[src/rtl/decereal_pkg.sv]
// Shared types and constants for the decereal serial receiver.
// The PARITY state is only reachable when DECEREAL_PARITY_EN is defined.
package decereal_pkg;

    typedef enum logic [2:0] {
        IDLE,
        START,
        DATA,
        PARITY,
        STOP
    } state_e;

    localparam logic IDLE_LEVEL  = 1'b1;
    localparam logic START_LEVEL = 1'b0;
    localparam int   DATA_BITS   = 8;

endpackage

[src/rtl/decereal_byte_fifo.sv]
// Synchronous first-word-fall-through byte FIFO.
// Push while full is accepted only when a pop frees a slot in the same cycle.
module byte_fifo
    import decereal_pkg::*;
#(
    parameter int DEPTH = 4
) (
    input  logic                 sysclk,
    input  logic                 reset,
    input  logic                 push,
    input  logic [DATA_BITS-1:0] din,
    input  logic                 pop,
    output logic [DATA_BITS-1:0] dout,
    output logic                 empty,
    output logic                 full
);

    localparam int AW = $clog2(DEPTH);

    logic [DATA_BITS-1:0] mem_q [DEPTH];
    logic [AW-1:0]        wr_q, wr_d;
    logic [AW-1:0]        rd_q, rd_d;
    logic [AW:0]          cnt_q, cnt_d;
    logic                 do_push, do_pop;

    always_comb begin
        empty   = (cnt_q == '0);
        full    = (cnt_q == (AW+1)'(DEPTH));
        do_pop  = pop && !empty;
        do_push = push && (!full || do_pop);
        wr_d    = wr_q + AW'(do_push);
        rd_d    = rd_q + AW'(do_pop);
        cnt_d   = cnt_q + (AW+1)'(do_push) - (AW+1)'(do_pop);
        dout    = empty ? '0 : mem_q[rd_q];
    end

    always_ff @(posedge sysclk) begin
        if (reset) begin
            wr_q  <= '0;
            rd_q  <= '0;
            cnt_q <= '0;
        end else begin
            wr_q  <= wr_d;
            rd_q  <= rd_d;
            cnt_q <= cnt_d;
        end
    end

    always_ff @(posedge sysclk) begin
        if (do_push) begin
            mem_q[wr_q] <= din;
        end
    end

endmodule

[src/rtl/decereal.sv]
// Serial byte receiver with a FWFT output FIFO.
// Define DECEREAL_PARITY_EN to expect an even-parity bit before the stop bit.
module decereal
    import decereal_pkg::*;
#(
    parameter int CLKS_PER_BIT = 16,
    parameter int FIFO_DEPTH   = 4
) (
    input  logic                 sysclk,
    input  logic                 reset,
    input  logic                 serialIn,
    input  logic                 rd,
    output logic [DATA_BITS-1:0] data,
    output logic                 empty,
    output logic                 full,
    output logic                 busy,
    output logic                 frame_err,
    output logic                 overrun
);

    localparam int            CW   = $clog2(CLKS_PER_BIT);
    localparam logic [CW-1:0] HALF = CW'(CLKS_PER_BIT / 2 - 1);
    localparam logic [CW-1:0] LAST = CW'(CLKS_PER_BIT - 1);

    state_e               state_q;
    logic [CW-1:0]        cnt_q;
    logic [2:0]           idx_q;
    logic [DATA_BITS-1:0] shreg_q;
    logic [1:0]           sync_q;
    logic                 rx_s;
    logic                 rx_prev_q;
    logic                 frame_err_q;
    logic                 overrun_q;
    logic                 stop_hit;
    logic                 par_ok;
    logic                 push;
`ifdef DECEREAL_PARITY_EN
    logic                 par_q;
`endif

    assign rx_s = sync_q[1];

    always_comb begin
        stop_hit = (state_q == STOP) && (cnt_q == LAST);
`ifdef DECEREAL_PARITY_EN
        par_ok   = ~^{shreg_q, par_q};
`else
        par_ok   = 1'b1;
`endif
        push     = stop_hit && (rx_s == IDLE_LEVEL) && par_ok;
    end

    always_ff @(posedge sysclk) begin
        if (reset) begin
            sync_q      <= '1;
            rx_prev_q   <= IDLE_LEVEL;
            state_q     <= IDLE;
            cnt_q       <= '0;
            idx_q       <= '0;
            shreg_q     <= '0;
            frame_err_q <= 1'b0;
            overrun_q   <= 1'b0;
`ifdef DECEREAL_PARITY_EN
            par_q       <= 1'b0;
`endif
        end else begin
            sync_q      <= {sync_q[0], serialIn};
            rx_prev_q   <= rx_s;
            frame_err_q <= 1'b0;
            overrun_q   <= 1'b0;
            cnt_q       <= cnt_q + 1'b1;
            unique case (state_q)
                IDLE: begin
                    cnt_q <= '0;
                    if (rx_prev_q == IDLE_LEVEL && rx_s == START_LEVEL)
                        state_q <= START;
                end
                START: begin
                    if (cnt_q == HALF) begin
                        cnt_q   <= '0;
                        idx_q   <= '0;
                        state_q <= (rx_s == START_LEVEL) ? DATA : IDLE;
                    end
                end
                DATA: begin
                    if (cnt_q == LAST) begin
                        cnt_q          <= '0;
                        shreg_q[idx_q] <= rx_s;
                        idx_q          <= idx_q + 1'b1;
                        if (idx_q == 3'(DATA_BITS - 1))
`ifdef DECEREAL_PARITY_EN
                            state_q <= PARITY;
`else
                            state_q <= STOP;
`endif
                    end
                end
`ifdef DECEREAL_PARITY_EN
                PARITY: begin
                    if (cnt_q == LAST) begin
                        cnt_q   <= '0;
                        par_q   <= rx_s;
                        state_q <= STOP;
                    end
                end
`endif
                STOP: begin
                    // Leave at mid-stop so a start edge in its second half is seen.
                    if (cnt_q == LAST) begin
                        cnt_q       <= '0;
                        state_q     <= IDLE;
                        frame_err_q <= (rx_s != IDLE_LEVEL) || !par_ok;
                        overrun_q   <= push && full && !rd;
                    end
                end
                default: state_q <= IDLE;
            endcase
        end
    end

    assign busy      = (state_q != IDLE);
    assign frame_err = frame_err_q;
    assign overrun   = overrun_q;

    byte_fifo #(
        .DEPTH (FIFO_DEPTH)
    ) u_fifo (
        .sysclk (sysclk),
        .reset  (reset),
        .push   (push),
        .din    (shreg_q),
        .pop    (rd),
        .dout   (data),
        .empty  (empty),
        .full   (full)
    );

endmodule

[config.mk]
export PLATFORM = sky130hd
export DESIGN_NAME = decereal
export DESIGN_NICKNAME = d
export VERILOG_FILES = /design/src/rtl/decereal_pkg.sv /design/src/rtl/decereal_byte_fifo.sv /design/src/rtl/decereal.sv
export SDC_FILE = /design/constraint.sdc
export NUM_CORES = 1
export LEC_CHECK = 0
export CORE_UTILIZATION = 50
export CTS_CLUSTER_DIAMETER = 150
export DETAILED_ROUTE_END_ITERATION = 16
export PLACE_DENSITY = 0.69
export SLEW_MARGIN = 15
export SYNTH_ARGS = -nofsm -noshare
export SYNTH_HDL_FRONTEND = slang
export SYNTH_SLANG_ARGS = --single-unit
[constraint.sdc]
create_clock -name sysclk -period 2.94 [get_ports sysclk]
set_clock_uncertainty 0.2 [all_clocks]
set_input_delay 0.588 -clock sysclk [delete_from_list [all_inputs] [get_ports sysclk]]
set_output_delay 0.588 -clock sysclk [all_outputs]
set_load 0.005 [all_outputs]
==> summary by stage, run 1 <==
Outcome
The flow ran to the end, and the final reports show no timing, DRC or antenna violations.

Routing
The number of search-and-repair iterations in the first detailed-routing pass is 4. Summing over every cut layer, the via total after detailed routing is around 1,600. The via density per instance is 5.36. The count of nets left with antenna violations once routing finished came out at 0.

The detailed-route wire length is 4450 µm. After detailed routing, the number of remaining DRC violations is 0. The routed wire length per instance is 15.0 µm. For this block, the initial DRC count from the detailed router was between 60 and 70.

Synth
For this run, the leading register cell type out of synthesis is sky130_fd_sc_hd__edfxtp_1. The number of different library cells used by synthesis comes to 44. The synthesized design contains 32 enable-type register cells. During synthesis, Yosys emitted a total of 0 warnings.

The async set-reset flop share out of synthesis is 0%. The top cell type by area accounts for 36.5% of the synthesized area. The synthesized instance count is 198.

Counting instances in the post-synthesis netlist gives the leading cell types as sky130_fd_sc_hd__edfxtp_1, sky130_fd_sc_hd__dfxtp_1, sky130_fd_sc_hd__nand2b_1, sky130_fd_sc_hd__nor2b_1, sky130_fd_sc_hd__inv_1. The mapped cell area is 2630 µm². A synthesized cell averages between 10 and 15 µm².

The post-synthesis sequential element count is 62. Yosys instantiated no cell more often than sky130_fd_sc_hd__edfxtp_1. The net count after synthesis is 209. The sequential cell area fraction in the yosys report is 59.3%. In the post-synthesis netlist, the biggest area contributors are sky130_fd_sc_hd__edfxtp_1, sky130_fd_sc_hd__dfxtp_1, sky130_fd_sc_hd__mux4_2. The library cell with the largest summed area after synthesis is sky130_fd_sc_hd__edfxtp_1.

Placed design
The half-perimeter wire length after placement is 3060 µm. The number of input and output port buffers inserted is 16. The total placed instance area is 2890 µm². Timing analysis after detailed placement gives a worst setup slack of -0.0258 ns. The routability congestion estimate from global placement is 0.785.

Setup path
The worst register-to-register path ends at u_fifo.cnt_q[2]. The kind of cell with the highest combined delay along the critical path is buffers and inverters. Counting both buffers and inverters, the worst setup path holds a total of 2.

The category of the most critical setup path is flop to output pin. Data on the critical path is required at its endpoint by 2.15 ns. STA puts the critical path data arrival time at 2.02 ns. The maximum cell stage delay along the critical path is 0.52 ns. The number of cells on the worst reg-to-reg path is 9.

The reg-to-reg setup timing slack is 0.61 ns. The slowest stage of the critical path is the sky130_fd_sc_hd__mux4_2 cell. The critical path startpoint category is a flop. The worst register-to-register path begins at cnt_q[0]. The worst setup path is captured at an output pin. Of all nets on the critical path, the largest fanout is 8.

The signal on the critical path passes through buf_4, mux4_2, nor2b_1, clkdlybuf4s50_1.

Global routing
The first-pass GRT wire length is 7140 µm. Entering global routing, the biggest net connects 16 pins. The remaining global-route overflow is 0. Global routing consumed, over all layers together, 18.5% of the routing resources. The via count of the first global-routing pass is 1,569. The initial antenna violation count is 0.

CTS
The total setup buffers inserted after CTS is 0. The cell sitting at the root of the clock tree is a sky130_fd_sc_hd__clkbuf_8. The total clock sinks is 62. Clock-pin slew was measured on the worst setup and hold paths at 0.06 ns.

The deepest clock path buffer count is 2. The number of gates resized after CTS was 0. The clock reaches the later pin of the worst-skew pair after 0.33 ns. Buffers inserted to repair hold after CTS numbered 0. The TritonCTS clock tree is done. The H-tree generated during clock tree synthesis spans 3 levels.

Counting the buffers created by CTS gives 9.

Floorplan
The starting density of the core is 51.8%. Measured along the y axis, the die boundary spans 74.5 µm. The I/O pin count is 17. The core area is between 5000 and 6000 µm². In this run the horizontal extent of the chip is roughly 75 µm. The area of the die is 5560 µm².

Row generation in the floorplan step produced 26 rows.

Power
The leakage power figure is between 1 and 1.5 nW. The power density normalized to cell area is 670 nW/µm². The worst-case IR drop observed on VDD is 0.306 mV.

Run
The number of maximum-capacitance violations is 0.

Hold path
The worst hold path begins at sync_q[0]. The worst hold endpoint is sync_q[1]. The path class of the lowest-slack min-delay path is flop to flop.

The number of stages on the worst hold path is 1.

Timing
The max-slew headroom at the worst pin is 54.9%. For the finished layout, the period the worst path requires is roughly 2.8 ns. Setup repair after global routing left no endpoint under its margin. Timing would allow up to 0.356 GHz. The slew at the pin with the worst max-slew slack is 0.672 ns.

The hold violation count in the final report is 0. In the finished design, the share of the clock period the worst path needs comes to 95.6%. The final count of negative-setup-slack endpoints is 0.

The number of max-slew violations in the final report is 0. Once routing completed, OpenROAD measured the worst setup slack at about 0.13 ns. The worst hold slack is roughly 0.21 ns.

Cells and area
0 antenna diodes ended up in the layout. The post-layout net count is between 200 and 250. The fraction of the core area covered by cells at the end of the flow is 61.0%. The synthesis-to-finish area growth is 17.6%.

Of the cells placed in the final design, the portion with a size suffix greater than 1 is 18.1%. The count of filler cells inserted in the layout is 432. The cell area after layout is ~3100 µm².
==> state kept, by name, summed over array words and instances, names as in the netlist, 2 cells and up <==
register / count
cnt_q: 4
idx_q: 3
shreg_q: 8
state_q: 3
sync_q: 2
u_fifo.cnt_q: 3
u_fifo.mem_q: 32
u_fifo.rd_q: 2
u_fifo.wr_q: 2
==> power by group <==
part	internal, mW	switching, mW	leakage [nW]	total (mW)
Combinational	0.167	0.151	0.474	0.319
Clock	0.468	0.302	0.106	0.770
Sequential	0.933	0.0503	0.616	0.984
Total	1.57	0.504	1.20	2.07
==> logic make-up after synthesis <==
kind of cell    count (synthesis)  share of synthesized area, %
simple gates                   72                          17.5
flops                          62                          59.3
buf+inv                        20                          3.09
mux                            17                          10.3
compound gates                 13                          3.85
xor+xnor                        7                          2.33
fa+ha+maj                       7                          3.61
==> through the flow <==
stage	cells	TNS (ns)	total power [mW]
2_1_floorplan	198	0	1.20
3_3_place_gp	281	0	1.31
3_5_place_dp	281	-0.204	1.33
4_1_cts	296	0	2.10
5_1_grt	296	0	2.18
6_report	296	0	2.07
==> per-layer routing <==
layer	part of all wire [%]	up-vias	track usage [%]
li1	-	773	-
met1	44	783	20.3
met2	51	20	32.1
met3	2.6	10	4.47
met4	2.2	0	11.3
met5	0	-	0
==> layout by cell type (no fill, tap or decap), drive strengths merged, types with 4 or more instances in the layout <==
| cell type | Yosys | layout |
|---|---|---|
| dfxtp | 30 | 30 |
| nor3 | 6 | 6 |
| nor2b | 12 | 12 |
| nand3 | 8 | 8 |
| nor2 | 8 | 8 |
| edfxtp | 32 | 32 |
| xor2 | 4 | 4 |
| ha | 6 | 6 |
| inv | 10 | 10 |
| nor3b | 4 | 4 |
| buf | 5 | 7 |
| mux4 | 8 | 8 |
| clkbuf | 5 | 10 |
| nand2b | 12 | 12 |
| clkdlybuf4s50 | 0 | 16 |
| mux2i | 8 | 8 |
==> cell type report <==
type	count	area, µm²	area share, %
clock buffers	10	128	4.12
flip-flops and latches	62	1560	50.4
inverters	10	37.5	1.21
clock inverters	5	75.1	2.43
multi-input cells	116	993	32.1
repair buffers	23	213	6.87
well taps	70	87.6	2.83
==> how the worst max path moves through the flow <==
| stage | start | endpoint | cells past startpoint |
|---|---|---|---|
| 6_report | u_fifo.rd_q[0] | data[2] | 4 |
| 5_1_grt | u_fifo.rd_q[0] | data[3] | 4 |
| 4_1_cts | u_fifo.rd_q[0] | data[2] | 4 |
| 3_5_place_dp | rd | u_fifo.mem_q[0][1] | 4 |
| 3_3_place_gp | rd | u_fifo.mem_q[0][0] | 4 |
| 2_1_floorplan | rd | u_fifo.cnt_q[1] | 7 |
(Power assumes the default switching activity.)
==> inputs of run 2 (changes only) <==
Clock period 2.94 ns to 2.7 ns, I/O delays scaled along.
==> run 2 against run 1 <==
Net effect:
- clock power grew 11%
- sequential share of layout area shrank 1.1 points
- combinational power grew 30%
- routed wire length grew 5.3%
- sequential power grew 9.8%
- critical path depth is the same
- global-route usage grew 0.82 points
- hold slack lost 0.0032 ns
- worst setup slack lost 0.065 ns
- clock-buffer cell count grew 1
- die area is the same
==> summary by stage, run 2 (synthesis gave the netlist of run 1 again) <==
Timing
The final count of negative-setup-slack endpoints is 0. Across all setup checks in the final design, the least slack found is 0.0635 ns. The time the final worst path needs with I/O delays and setup is about 2.6 ns. The post-route clock period utilization is a little over nine tenths. The number of max-slew violations in the final report is 0.

The hold violation count in the final report is 0. At the pin with the least slew margin, the transition time is 0.654 ns. The maximum clock frequency is 0.379 GHz. The max-slew headroom at the worst pin is between 50 and 60%.

CTS
The clock buffer count from CTS is 9. The clock latency on the worst-skew pair is 0.33 ns. The clock slew seen by the registers of the worst setup and hold paths is approximately 0.060 ns. The CTS H-tree depth is 3. The deepest clock path buffer count is 2. The clock tree root buffer cell is sky130_fd_sc_hd__clkbuf_8. The hold-fix buffer count after cts is 0. The total clock sinks is 62. TritonCTS built the clock tree.

Floorplan
After floorplanning, the core was divided into 26 placement rows. The die is between 70 and 80 µm wide. The total area inside the core boundary comes to 5070 µm². The area of the die is 5560 µm². Pin placement for this block handled 17 I/O pins. The y dimension of the die is 74.5 µm. The starting density of the core is 51.8%.

Global routing
Entering global routing, the biggest net connects 16 pins. The first-pass GRT wire length is 7600 µm. The initial antenna violation count is 0. The via count of the first global-routing pass is between 1,500 and 2,000. After global routing the overflow that remains totals 0.

The overall fraction of global-route tracks in use is 19.3%.

Cells and area
The post-layout net count is 238. Compared with the post-synthesis result, the final layout area differs by 20.6%. The largest registers in the layout are u_fifo.mem_q: 32 flops, shreg_q: 8 flops, cnt_q: 4 flops. The largest register by flop count is u_fifo.mem_q.

The library cell used most frequently in the layout, excluding fill and tap cells, is sky130_fd_sc_hd__edfxtp_1. The library cells used most frequently in the layout, excluding fill and tap cells, are sky130_fd_sc_hd__edfxtp_1, sky130_fd_sc_hd__dfxtp_1, sky130_fd_sc_hd__clkdlybuf4s50_1. The register with the most flip-flops in the layout has 32 of them. The proportion of layout cells with a drive suffix above 1 is 20.7%. The number of antenna diodes in the final layout is 0. Summing all non-filler instances in the final layout gives an area of around 3200 µm².

Run
The tool flagged a number of max-cap violations equal to 0.

Setup path
Walking the worst path, the cells encountered are buf_8, mux4_2, nor2b_1, clkdlybuf4s50_1. The largest single stage delay on the critical path is about 0.48 ns. The critical path startpoint category is a flop. The slowest cell on the critical path is sky130_fd_sc_hd__mux4_2.

The worst path required time is between 1.5 and 2 ns. The worst path arrival time is 1.90 ns. In this run the worst path has a maximum fanout of 5. The kind of end point of the critical path is an output pin.

The category of the most critical setup path is flop to output pin.

Power
Power spread over the standard cell area amounts to about 740 nW/µm². The maximum resistive drop on vdd is 0.400 mV. The leakage power figure is 1.25 nW.

Routing
The total DRC errors in the routed layout is 0. The first-iteration detailed-routing DRC count is 64. Once detail routing completed, the nets flagged for antenna violations numbered 0.

The detailed-route wire length is 4690 µm. Using the TritonRoute via totals, the vias-per-cell ratio works out to 5.33. In the final routed layout, each cell accounts on average for between 15 and 20 µm.

The routed via count is about 1,600. The number of search-and-repair iterations in the first detailed-routing pass is 4.

Placed design
The placed instances occupy a cell area of 2910 µm². OpenSTA, run right after detailed placement, puts the worst setup slack at -0.258 ns. At the end of routability-driven placement, the weighted congestion stood at 0.752. During placement, the flow inserted port buffers numbering 16. Detailed placement finished with a half-perimeter wire length of about 3200 µm.

Outcome
The run finished with clean final reports.

Hold path
The min-delay analysis places its worst path in the category flop to flop.
==> run 2: final cells by class <==
cell class | instances | area [µm²]
multi-input cells | 116 | 998
well taps | 70 | 87.6
clock buffers | 11 | 131
flip-flops and latches | 62 | 1570
clock inverters | 5 | 73.8
fillers | 414 | 1900
repair buffers | 28 | 278
inverters | 10 | 37.5
==> run 2: path summary, 6_finish.rpt <==
kind	from	end	slack, ns	depth (start not counted)
hold reg to reg	sync_q[0]	sync_q[1]	0.21	1
setup reg to reg	u_fifo.cnt_q[1]	u_fifo.cnt_q[2]	0.37	9
hold / removal	sync_q[0]	sync_q[1]	0.21	1
setup / recovery	u_fifo.rd_q[0]	data[2]	0.06	4
==> run 2: routing by layer <==
layer  vias up  GRT usage (%)  share of wire, %
li1        788              -                 -
met5         -              0                 0
met1       788           22.7                43
met2        24           32.8                52
met4         0           11.3               2.6
met3        11           3.66               2.2
==> run 2: timing repair <==
action	in CTS	in global routing
endpoints found under the setup margin	5	8
resized for setup	1	5
buffers inserted	0	1
hold endpoints to repair	0	0
cloned	0	1
==> run 2: critical path: cells and delay by family (launching register included) <==
family                 cells  cell delay (ns)
buffers and inverters      2             0.56
muxes                      1             0.48
DFF                        1             0.37
and+or+nand+nor            1             0.15
==> run 2: through the flow <==
step,util [%],cells,power [mW],setup TNS [ns],hold slack (ns)
detailed placement,57.3,284,1.45,-4.82,0.195
floorplan,-,198,1.31,0,0.189
finish,62.5,302,2.35,0,0.207
global route,62.5,302,2.45,-0.0000813,0.220
global placement,57.3,284,1.43,-1.72,0.193
CTS,61.5,300,2.30,0,0.209
==> run 2: power by group <==
part,leakage [nW],switching (mW),internal [mW]
combinational,0.529,0.178,0.236
clock,0.105,0.338,0.514
sequential,0.617,0.0593,1.02
total,1.25,0.576,1.77
